==> config.mk <==
export PLATFORM = sky130hd
export DESIGN_NAME = snake_vga_timing
export DESIGN_NICKNAME = d
export VERILOG_FILES = /design/src/rtl/snake_vga_pkg.sv /design/src/rtl/snake_vga_counter.sv /design/src/rtl/snake_vga_timing.sv
export SDC_FILE = /design/constraint.sdc
export NUM_CORES = 1
export LEC_CHECK = 0
export ABC_AREA = 1
export ABC_CLOCK_PERIOD_IN_PS = 1800
export CAP_MARGIN = 20
export CORE_UTILIZATION = 43
export DETAILED_ROUTE_END_ITERATION = 8
export PLACE_DENSITY_LB_ADDON = 0.05
export SYNTH_ARGS = -nofsm -noshare
export SYNTH_HDL_FRONTEND = slang
export SYNTH_SLANG_ARGS = --single-unit
==> constraint.sdc <==
create_clock -name clk -period 1.8 [get_ports clk]
set_clock_uncertainty 0.2 [all_clocks]
set_input_delay 0.36 -clock clk [delete_from_list [all_inputs] [get_ports clk]]
set_output_delay 0.36 -clock clk [all_outputs]
set_load 0.005 [all_outputs]
==> src/rtl/snake_vga_pkg.sv <==
// snake_vga_pkg
//   Shared definitions for the snake game VGA display path:
//     - default 640x480@60 timing (sync / back porch / active / front porch)
//     - helper to derive line/frame totals from the four timing segments
//     - RGB565 colour constants and the test-pattern bar colour table
package snake_vga_pkg;

   localparam int CNT_W = 11;

   localparam int DEF_H_SYNC  = 96;
   localparam int DEF_H_BACK  = 48;
   localparam int DEF_H_DISP  = 640;
   localparam int DEF_H_FRONT = 16;
   localparam int DEF_V_SYNC  = 2;
   localparam int DEF_V_BACK  = 33;
   localparam int DEF_V_DISP  = 480;
   localparam int DEF_V_FRONT = 10;

   typedef logic [15:0] rgb565_t;

   localparam rgb565_t COLOR_WHITE   = 16'hFFFF;
   localparam rgb565_t COLOR_YELLOW  = 16'hFFE0;
   localparam rgb565_t COLOR_CYAN    = 16'h07FF;
   localparam rgb565_t COLOR_GREEN   = 16'h07E0;
   localparam rgb565_t COLOR_MAGENTA = 16'hF81F;
   localparam rgb565_t COLOR_RED     = 16'hF800;
   localparam rgb565_t COLOR_BLUE    = 16'h001F;
   localparam rgb565_t COLOR_BLACK   = 16'h0000;

   function automatic int span_total(input int sync_w, input int back_w,
                                     input int disp_w, input int front_w);
      return sync_w + back_w + disp_w + front_w;
   endfunction

   // Test-pattern bars, left to right.
   function automatic rgb565_t bar_color(input logic [2:0] idx);
      case (idx)
         3'd0:    return COLOR_WHITE;
         3'd1:    return COLOR_YELLOW;
         3'd2:    return COLOR_CYAN;
         3'd3:    return COLOR_GREEN;
         3'd4:    return COLOR_MAGENTA;
         3'd5:    return COLOR_RED;
         3'd6:    return COLOR_BLUE;
         default: return COLOR_BLACK;
      endcase
   endfunction

endpackage

==> src/rtl/snake_vga_counter.sv <==
// snake_vga_counter
//   Generic wrap counter: counts 0..MAX, advancing on en, returning to 0
//   after MAX.
//   Ports:
//     clk   in   clock
//     rstn  in   asynchronous active-low reset (count -> 0)
//     en    in   advance enable
//     cnt   out  current count (W bits)
//     wrap  out  en && cnt==MAX, i.e. the count returns to 0 on this edge
module snake_vga_counter #(
   parameter int W   = 11,
   parameter int MAX = 799
) (
   input  logic         clk,
   input  logic         rstn,
   input  logic         en,
   output logic [W-1:0] cnt,
   output logic         wrap
);

   assign wrap = en && (cnt == W'(MAX));

   always_ff @(posedge clk or negedge rstn) begin
      if (!rstn) begin
         cnt <= '0;
      end else if (wrap) begin
         cnt <= '0;
      end else if (en) begin
         cnt <= cnt + W'(1);
      end
   end

endmodule

==> src/rtl/snake_vga_timing.sv <==
// snake_vga_timing
//   VGA timing generator and pixel sink. Runs the h/v counters, drives the
//   active-low syncs, requests pixel coordinates one clock ahead of display
//   and passes the renderer's registered RGB565 back out, blanked outside
//   the active window.
//   Ports:
//     clk          in   pixel clock
//     rstn         in   asynchronous active-low reset
//     test_en      in   colour-bar test pattern select (VGA_TEST_PATTERN_EN only)
//     pixel_data   in   RGB565 from renderer, 1 clk after its xpos/ypos
//     pixel_xpos   out  requested column (0 when pixel_req low)
//     pixel_ypos   out  requested row (0 when pixel_req low)
//     pixel_req    out  xpos/ypos valid
//     vga_hs       out  hsync, active-low
//     vga_vs       out  vsync, active-low
//     vga_de       out  active-video enable
//     vga_rgb      out  RGB565 to DAC
//     frame_start  out  1-clk pulse once per frame, the clk after (0,0)
//   Build option: define VGA_TEST_PATTERN_EN to add test_en and the
//   8-bar colour pattern.
module snake_vga_timing
   import snake_vga_pkg::*;
#(
   parameter int H_SYNC  = DEF_H_SYNC,
   parameter int H_BACK  = DEF_H_BACK,
   parameter int H_DISP  = DEF_H_DISP,
   parameter int H_FRONT = DEF_H_FRONT,
   parameter int V_SYNC  = DEF_V_SYNC,
   parameter int V_BACK  = DEF_V_BACK,
   parameter int V_DISP  = DEF_V_DISP,
   parameter int V_FRONT = DEF_V_FRONT
) (
   input  logic             clk,
   input  logic             rstn,
`ifdef VGA_TEST_PATTERN_EN
   input  logic             test_en,
`endif
   input  logic [15:0]      pixel_data,
   output logic [CNT_W-1:0] pixel_xpos,
   output logic [CNT_W-1:0] pixel_ypos,
   output logic             pixel_req,
   output logic             vga_hs,
   output logic             vga_vs,
   output logic             vga_de,
   output logic [15:0]      vga_rgb,
   output logic             frame_start
);

   localparam int H_TOTAL = span_total(H_SYNC, H_BACK, H_DISP, H_FRONT);
   localparam int V_TOTAL = span_total(V_SYNC, V_BACK, V_DISP, V_FRONT);
   localparam int HA      = H_SYNC + H_BACK;
   localparam int VA      = V_SYNC + V_BACK;

   localparam logic [CNT_W-1:0] HS_END  = CNT_W'(H_SYNC);
   localparam logic [CNT_W-1:0] VS_END  = CNT_W'(V_SYNC);
   localparam logic [CNT_W-1:0] REQ_X0  = CNT_W'(HA - 1);
   localparam logic [CNT_W-1:0] REQ_X1  = CNT_W'(HA + H_DISP - 1);
   localparam logic [CNT_W-1:0] ACT_Y0  = CNT_W'(VA);
   localparam logic [CNT_W-1:0] ACT_Y1  = CNT_W'(VA + V_DISP);

   logic [CNT_W-1:0] h_cnt;
   logic [CNT_W-1:0] v_cnt;
   logic             h_wrap;
   logic             v_wrap;
   logic             at_origin;
   logic             req_h;
   logic             req_v;

   snake_vga_counter #(.W(CNT_W), .MAX(H_TOTAL - 1)) u_h_cnt (
      .clk  (clk),
      .rstn (rstn),
      .en   (1'b1),
      .cnt  (h_cnt),
      .wrap (h_wrap)
   );

   snake_vga_counter #(.W(CNT_W), .MAX(V_TOTAL - 1)) u_v_cnt (
      .clk  (clk),
      .rstn (rstn),
      .en   (h_wrap),
      .cnt  (v_cnt),
      .wrap (v_wrap)
   );

   assign vga_hs = (h_cnt >= HS_END);
   assign vga_vs = (v_cnt >= VS_END);

   // Requests lead the displayed pixel by one clock to cover the renderer's
   // output register.
   assign req_h      = (h_cnt >= REQ_X0) && (h_cnt < REQ_X1);
   assign req_v      = (v_cnt >= ACT_Y0) && (v_cnt < ACT_Y1);
   assign pixel_req  = req_h && req_v;
   assign pixel_xpos = pixel_req ? (h_cnt - REQ_X0) : '0;
   assign pixel_ypos = pixel_req ? (v_cnt - ACT_Y0) : '0;

   // at_origin tracks "counters are at (0,0)" without a full compare: true
   // out of reset and after each simultaneous h/v wrap.
   always_ff @(posedge clk or negedge rstn) begin
      if (!rstn) begin
         vga_de      <= 1'b0;
         at_origin   <= 1'b1;
         frame_start <= 1'b0;
      end else begin
         vga_de      <= pixel_req;
         at_origin   <= h_wrap && v_wrap;
         frame_start <= at_origin;
      end
   end

`ifdef VGA_TEST_PATTERN_EN
   logic [CNT_W-1:0] act_x;
   logic [CNT_W-1:0] bar_full;
   logic [2:0]       bar_idx;

   // Only meaningful while vga_de is high; the blanking mux hides the
   // wrapped-around values elsewhere.
   assign act_x    = h_cnt - CNT_W'(HA);
   assign bar_full = act_x >> 6;
   assign bar_idx  = (bar_full > CNT_W'(7)) ? 3'd7 : bar_full[2:0];

   always_comb begin
      vga_rgb = COLOR_BLACK;
      if (vga_de) begin
         vga_rgb = test_en ? bar_color(bar_idx) : pixel_data;
      end
   end
`else
   assign vga_rgb = vga_de ? pixel_data : COLOR_BLACK;
`endif

endmodule

After elaboration in Yosys (flattened, before gate mapping)
Cells that the tools add are included.

Input bits: 18. Bits in registers: 25. Logic and storage cells: 29. Output and inout bits: 43.

$add $sub $neg: 4. Mux-type cells: 6. $lt $le $gt $ge: 6. Reductions and logical operators: 6. Eq/ne operators: 2.

Operator list (number): $mux W11 (5); $add A11 B1 Y11 const B (2); $eq A11 B10 Y1 const B (2); $lt A11 B10 Y1 const B (2); $mux W16 (1); $ge A11 B2 Y1 const B (1); $ge A11 B6 Y1 const B (1); $ge A11 B7 Y1 const B (1); $ge A11 B8 Y1 const B (1); $sub A11 B6 Y11 const B (1); $sub A11 B8 Y11 const B (1); $logic_and A1 B1 Y1 (5); $reduce_bool A2 Y1 (1).

Longest topological paths before layout
Depth in word-level cells: 4. Mapped depth: 10. Gate-level depth less buffers: 9.

Cells and area by module
From an unflattened synthesis, not the netlist that was laid out.

Cells, all modules: 365. Area, all modules: 2382.3 µm².

By module, submodules not included: snake_vga_timing (area each 1061.0 µm², times used 1, cells an instance 186, seq. area each 76.3 µm²); snake_vga_counter at u_v_cnt (area each 669.4 µm², times used 1, cells an instance 96, seq. area each 275.3 µm²); snake_vga_counter at u_h_cnt (area each 651.9 µm², times used 1, cells an instance 83, seq. area each 275.3 µm²).

Worst setup path after synthesis
No wires, ideal clock.

Kind: reg-to-output. Start point: register u_v_cnt.cnt[0]. End point: output port pixel_ypos[10]. Stages on the path, launching flop included: 8. Path slack: -0.183 ns. Path buffers: 0. Arrival time: 1.423 ns. Data required time: 1.240 ns. Cell sequence: dfrtp_1 ha_1 inv_1 nand2_1 o21ai_1 nand2_1 xor2_1 nor2_1.

Cells in the longest elaborated chain, start to end: 4. Elaborated cells on any way between the ends: 6. Classes of those cells: add/sub: 1; order compare: 2; mux: 1; reduce/logical: 2.

Ends and longest elaborated chain: start, declared (RTL line snake_vga_counter.sv:17) `output logic [W-1:0] cnt,`; start signal, assigned (RTL line snake_vga_counter.sv:29) `cnt <= cnt + W'(1);`; $ge A11 B6 Y1 or $lt A11 B10 Y1 (tied branches) (RTL line snake_vga_timing.sv:91) `assign req_v = (v_cnt >= ACT_Y0) && (v_cnt < ACT_Y1);`; $logic_and A1 B1 Y1 (RTL line snake_vga_timing.sv:91); $logic_and A1 B1 Y1 (RTL line snake_vga_timing.sv:92) `assign pixel_req = req_h && req_v;`; $mux W11 (*) (RTL line snake_vga_timing.sv:94) `assign pixel_ypos = pixel_req ? (v_cnt - ACT_Y0) : '0;`; end, declared (RTL line snake_vga_timing.sv:40) `output logic [CNT_W-1:0] pixel_ypos,`.

Mark *: on every way between the ends. The rest lies on a longest branch, timed or not.

Final worst setup path
Start point: register u_v_cnt.cnt[1]. End point: output port pixel_xpos[9].

Cells in the longest elaborated chain, start to end: 4. Elaborated cells on any way between the ends: 5. Classes of those cells: order compare: 2; mux: 1; reduce/logical: 2.

Ends and longest elaborated chain: $ge A11 B6 Y1 or $lt A11 B10 Y1 (tied branches) (RTL line snake_vga_timing.sv:91); $logic_and A1 B1 Y1 (*) (RTL line snake_vga_timing.sv:91); $logic_and A1 B1 Y1 (*) (RTL line snake_vga_timing.sv:92); $mux W11 (*) (RTL line snake_vga_timing.sv:93) `assign pixel_xpos = pixel_req ? (h_cnt - REQ_X0) : '0;`; end, declared (RTL line snake_vga_timing.sv:39) `output logic [CNT_W-1:0] pixel_xpos,`.

Marked as above.

==> metrics.md <==
| Metric | Value |
|---|---|
| Outcome | finished, violations left |
| Failing checks | setup timing |
| Worst-Margin Slew | 0.407 ns |
| DP HPWL | 5.23 mm |
| Static leakage | 2.25 nW |
| Die width | 71.4 microns |
| Clock root buffer | clkbuf_8 |
| Port Buffers | 60 |
| Metal2 WL | 5.55 mm |
| Worst path required time | 1.24 ns |
| Worst Setup Slack, final | -1.05 ns |
| Clock latency on the worst-skew pair | 0.30 ns |
| I/O pins | 61 |
| Final period util | 158% |
| Post-synthesis async set-or-reset flop share | 100% |
| WL final | 11.8 mm |
| Top sig layer | met4 |
| Fin. max-slew vios | 0 |
| Worst hold path stage count | 0 |
| RSZ-0062 raised after global routing | true |
| Fmax | 351 MHz |
| P per Cell Area | 242 nW/um^2 |
| TritonCTS clock tree | done |
| Layout cells sized above 1 | 53.0% |
| Dominant synthesized flop cell | dfrtp_1 |
| Number of global-route vias before repair | 2,704 |
| Cell Area, Synth | 2070 sq um |
| 1st-iter DRT viols | 324 |
| Final hold slack | 0.202 ns |
| Post-route ant nets | 0 |
| # DRC | 0 |
| Post-Syn Area per Cell | 6.75 sq um |
| DP Worst Slack | -0.603 ns |
| CP Max Fanout | 6 |
| Placed Area | 3410 sq um |
| Via count | 3,274 |
| Overall Global Routing Usage | 31.3% |
| Drt wl/cell | 21.3 microns |
| CTS Buffer Depth | 2 |
| Clock-pin slew on the worst setup and hold paths | 0.13 ns |
| Vias per cell | 5.93 |
| Largest net degree at the start of global routing | 26 |
| Max-capacitance violation count | 0 |
| Synth Register Bits | 25 |
| CTS H-Tree Depth | 1 |
| Sequential area share after synthesis | 30.2% |
| Area delta synth->final | 102% |
| Met3 wire length | 1.25 mm |
| HP Class | flip-flop to flip-flop |
| Distinct cells, synth | 27 |
| CP startpoint | u_v_cnt.cnt[1] |
| # rows | 24 |
| Peak supply drop | 0.000305 V |
| Endpoints failing setup | 48 |
| Final Hold Violating Endpoints | 0 |
| Worst setup EP type | primary output |
| FF-to-FF path depth | 10 |
| Hold_sp | at_origin |
| Number of synthesized flops with an enable pin | 0 |
| Core area | 4500 sq um |
| Syn nets | 330 |
| Ys Warns | 0 |
| DIE AREA | 5100 sq um |
| Critical path type | flip-flop to primary output |
| Antenna violations before repair | 0 |
| First-pass GRT wire length | 12.6 mm |
| Synth Instances | 307 |
| Hold_buf cts | 0 |
| Min cycle time layout | 2.85 ns |
| Total Nets Final | 524 |
| Reg2reg start | u_h_cnt.cnt[0] |
| Initial Util | 46.0% |
| TritonCTS Buffers | 3 |
| Finished Cell Area | 4190 sq um |
| Antenna diodes | 0 |
| Gpl congestion | 0.988 |
| Setup TNS | -24.86 ns |
| CP Launch Type | flip-flop |
| Worst EP arrival | 2.29 ns |
| Congestion Overflow GR | 0 |
| Chip Height | 71.4 microns |
| Relative slew slack | 72.6% |
| Wl on met1 | 3.93 mm |
| Drt pass-1 iters | 5 |
| Num Clock Sinks | 25 |
| Final core occ | 92.9% |
[per-stage QoR]
step	instances	power (W)
finish	552	0.00101
global route	552	0.00103
CTS	535	0.000982
global placement	500	0.000622
floorplan	307	0.000572
detailed placement	500	0.000623
[worst max-delay path, stage by stage (launching register included)]
cell	delay, ns
dfrtp_1	0.49
nand2_1	0.29
nand2_1	0.17
nand2_1	0.10
nand2_1	0.08
nor2_2	0.14
nand3_4	0.12
buf_6	0.16
buf_6	0.11
buf_6	0.10
nor2_2	0.09
buf_2	0.14
[cells in the mapped netlist (2+ instances only)]
library cell,number,area (sq um)
inv_1,46,173
nand3b_1,3,22.5
xor2_1,20,175
nand4_1,9,56.3
dfrtp_1,24,601
nor2_2,20,125
buf_4,2,15.0
buf_2,2,10.0
nand3_1,20,100
nand3_2,3,30.0
o21ai_1,10,50.1
buf_6,5,56.3
ha_1,5,62.6
nand2_1,70,263
nor2_1,32,120
nor3_1,12,60.1
inv_2,7,26.3
o21ai_0,7,35.0
clkbuf_1,2,7.51
[kinds of logic (layout without fill, tap and decap cells)]
logic type               after synthesis  count (layout)  share of synthesized area (%)
adder cells (fa/ha/maj)                5               5                           3.02
AND/OR/NAND/NOR                      172             172                           39.1
flip-flops                            25              25                           30.2
buffers and inverters                 64             257                           13.9
XOR/XNOR                              20              20                           8.45
AO/OA/AOI/OAI                         21              21                           5.31
[routing by layer]
metal / vias up / GRT usage [%]
met1: 1506 / 39.1
met2: 292 / 57.1
met5: - / 0
li1: 1347 / -
met3: 129 / 4.78
met4: 0 / 6.44
[timing repair]
| action | in CTS | in global routing |
|---|---|---|
| setup buffers | 33 | 23 |
| cloned | 0 | 1 |
| resized for setup | 165 | 92 |
| hold endpoints to repair | 0 | 0 |
| endpoints found under the setup margin | 48 | 56 |
| pin swaps | 20 | 36 |
[power by group]
part           switching, W  internal (W)  leakage, nW  total [W]
combinational     0.0000202     0.0000337         1.90  0.0000539
sequential                0      0.000561        0.323   0.000561
clock              0.000238      0.000158       0.0217   0.000396
[cell type report]
cell class              instances  area (sq um)
multi-input cells             218          1500
flip-flops and latches         25           634
clock inverters                 1          7.51
well taps                      52          65.1
fillers                       167           319
inverters                      53           219
repair buffers                200          1720
clock buffers                   3          41.3
[final timing paths]
path,endpoint,slack [ns]
min in group asynchronous,u_h_cnt.cnt[2],0.22
worst max register to register,u_h_cnt.cnt[8],-0.27
worst max-delay path,pixel_xpos[9],-1.05
worst min register to register,frame_start,0.20
worst min-delay path,frame_start,0.20
max in group asynchronous,u_v_cnt.cnt[0],0.86
[flip-flops by register name, summed over array words and instances, names as in the netlist]
register,cells
u_h_cnt.cnt,11
u_v_cnt.cnt,11
vga_de,1
at_origin,1
frame_start,1
[layout by cell type, fill, tap and decap left out, types with 2 or more instances in the layout]
cell type / n
buf_4: 100
nand4_1: 9
nand3_4: 5
dfrtp_1: 18
clkdlybuf4s15_1: 15
xor2_1: 20
clkbuf_8: 3
nand3_1: 16
ha_4: 3
nand2_2: 13
nor3_4: 5
nand3_2: 2
o21ai_2: 3
inv_4: 5
buf_12: 2
nand3b_1: 3
o21ai_0: 5
nor2_1: 17
buf_2: 23
nor2_2: 18
inv_2: 8
clkdlybuf4s50_1: 18
nor3_2: 2
o21ai_1: 9
inv_1: 39
nand2_1: 56
nor3_1: 6
nand2_4: 2
nor2_4: 18
dfrtp_2: 6
buf_6: 39
Note: power is estimated with default switching activity, not from simulation.
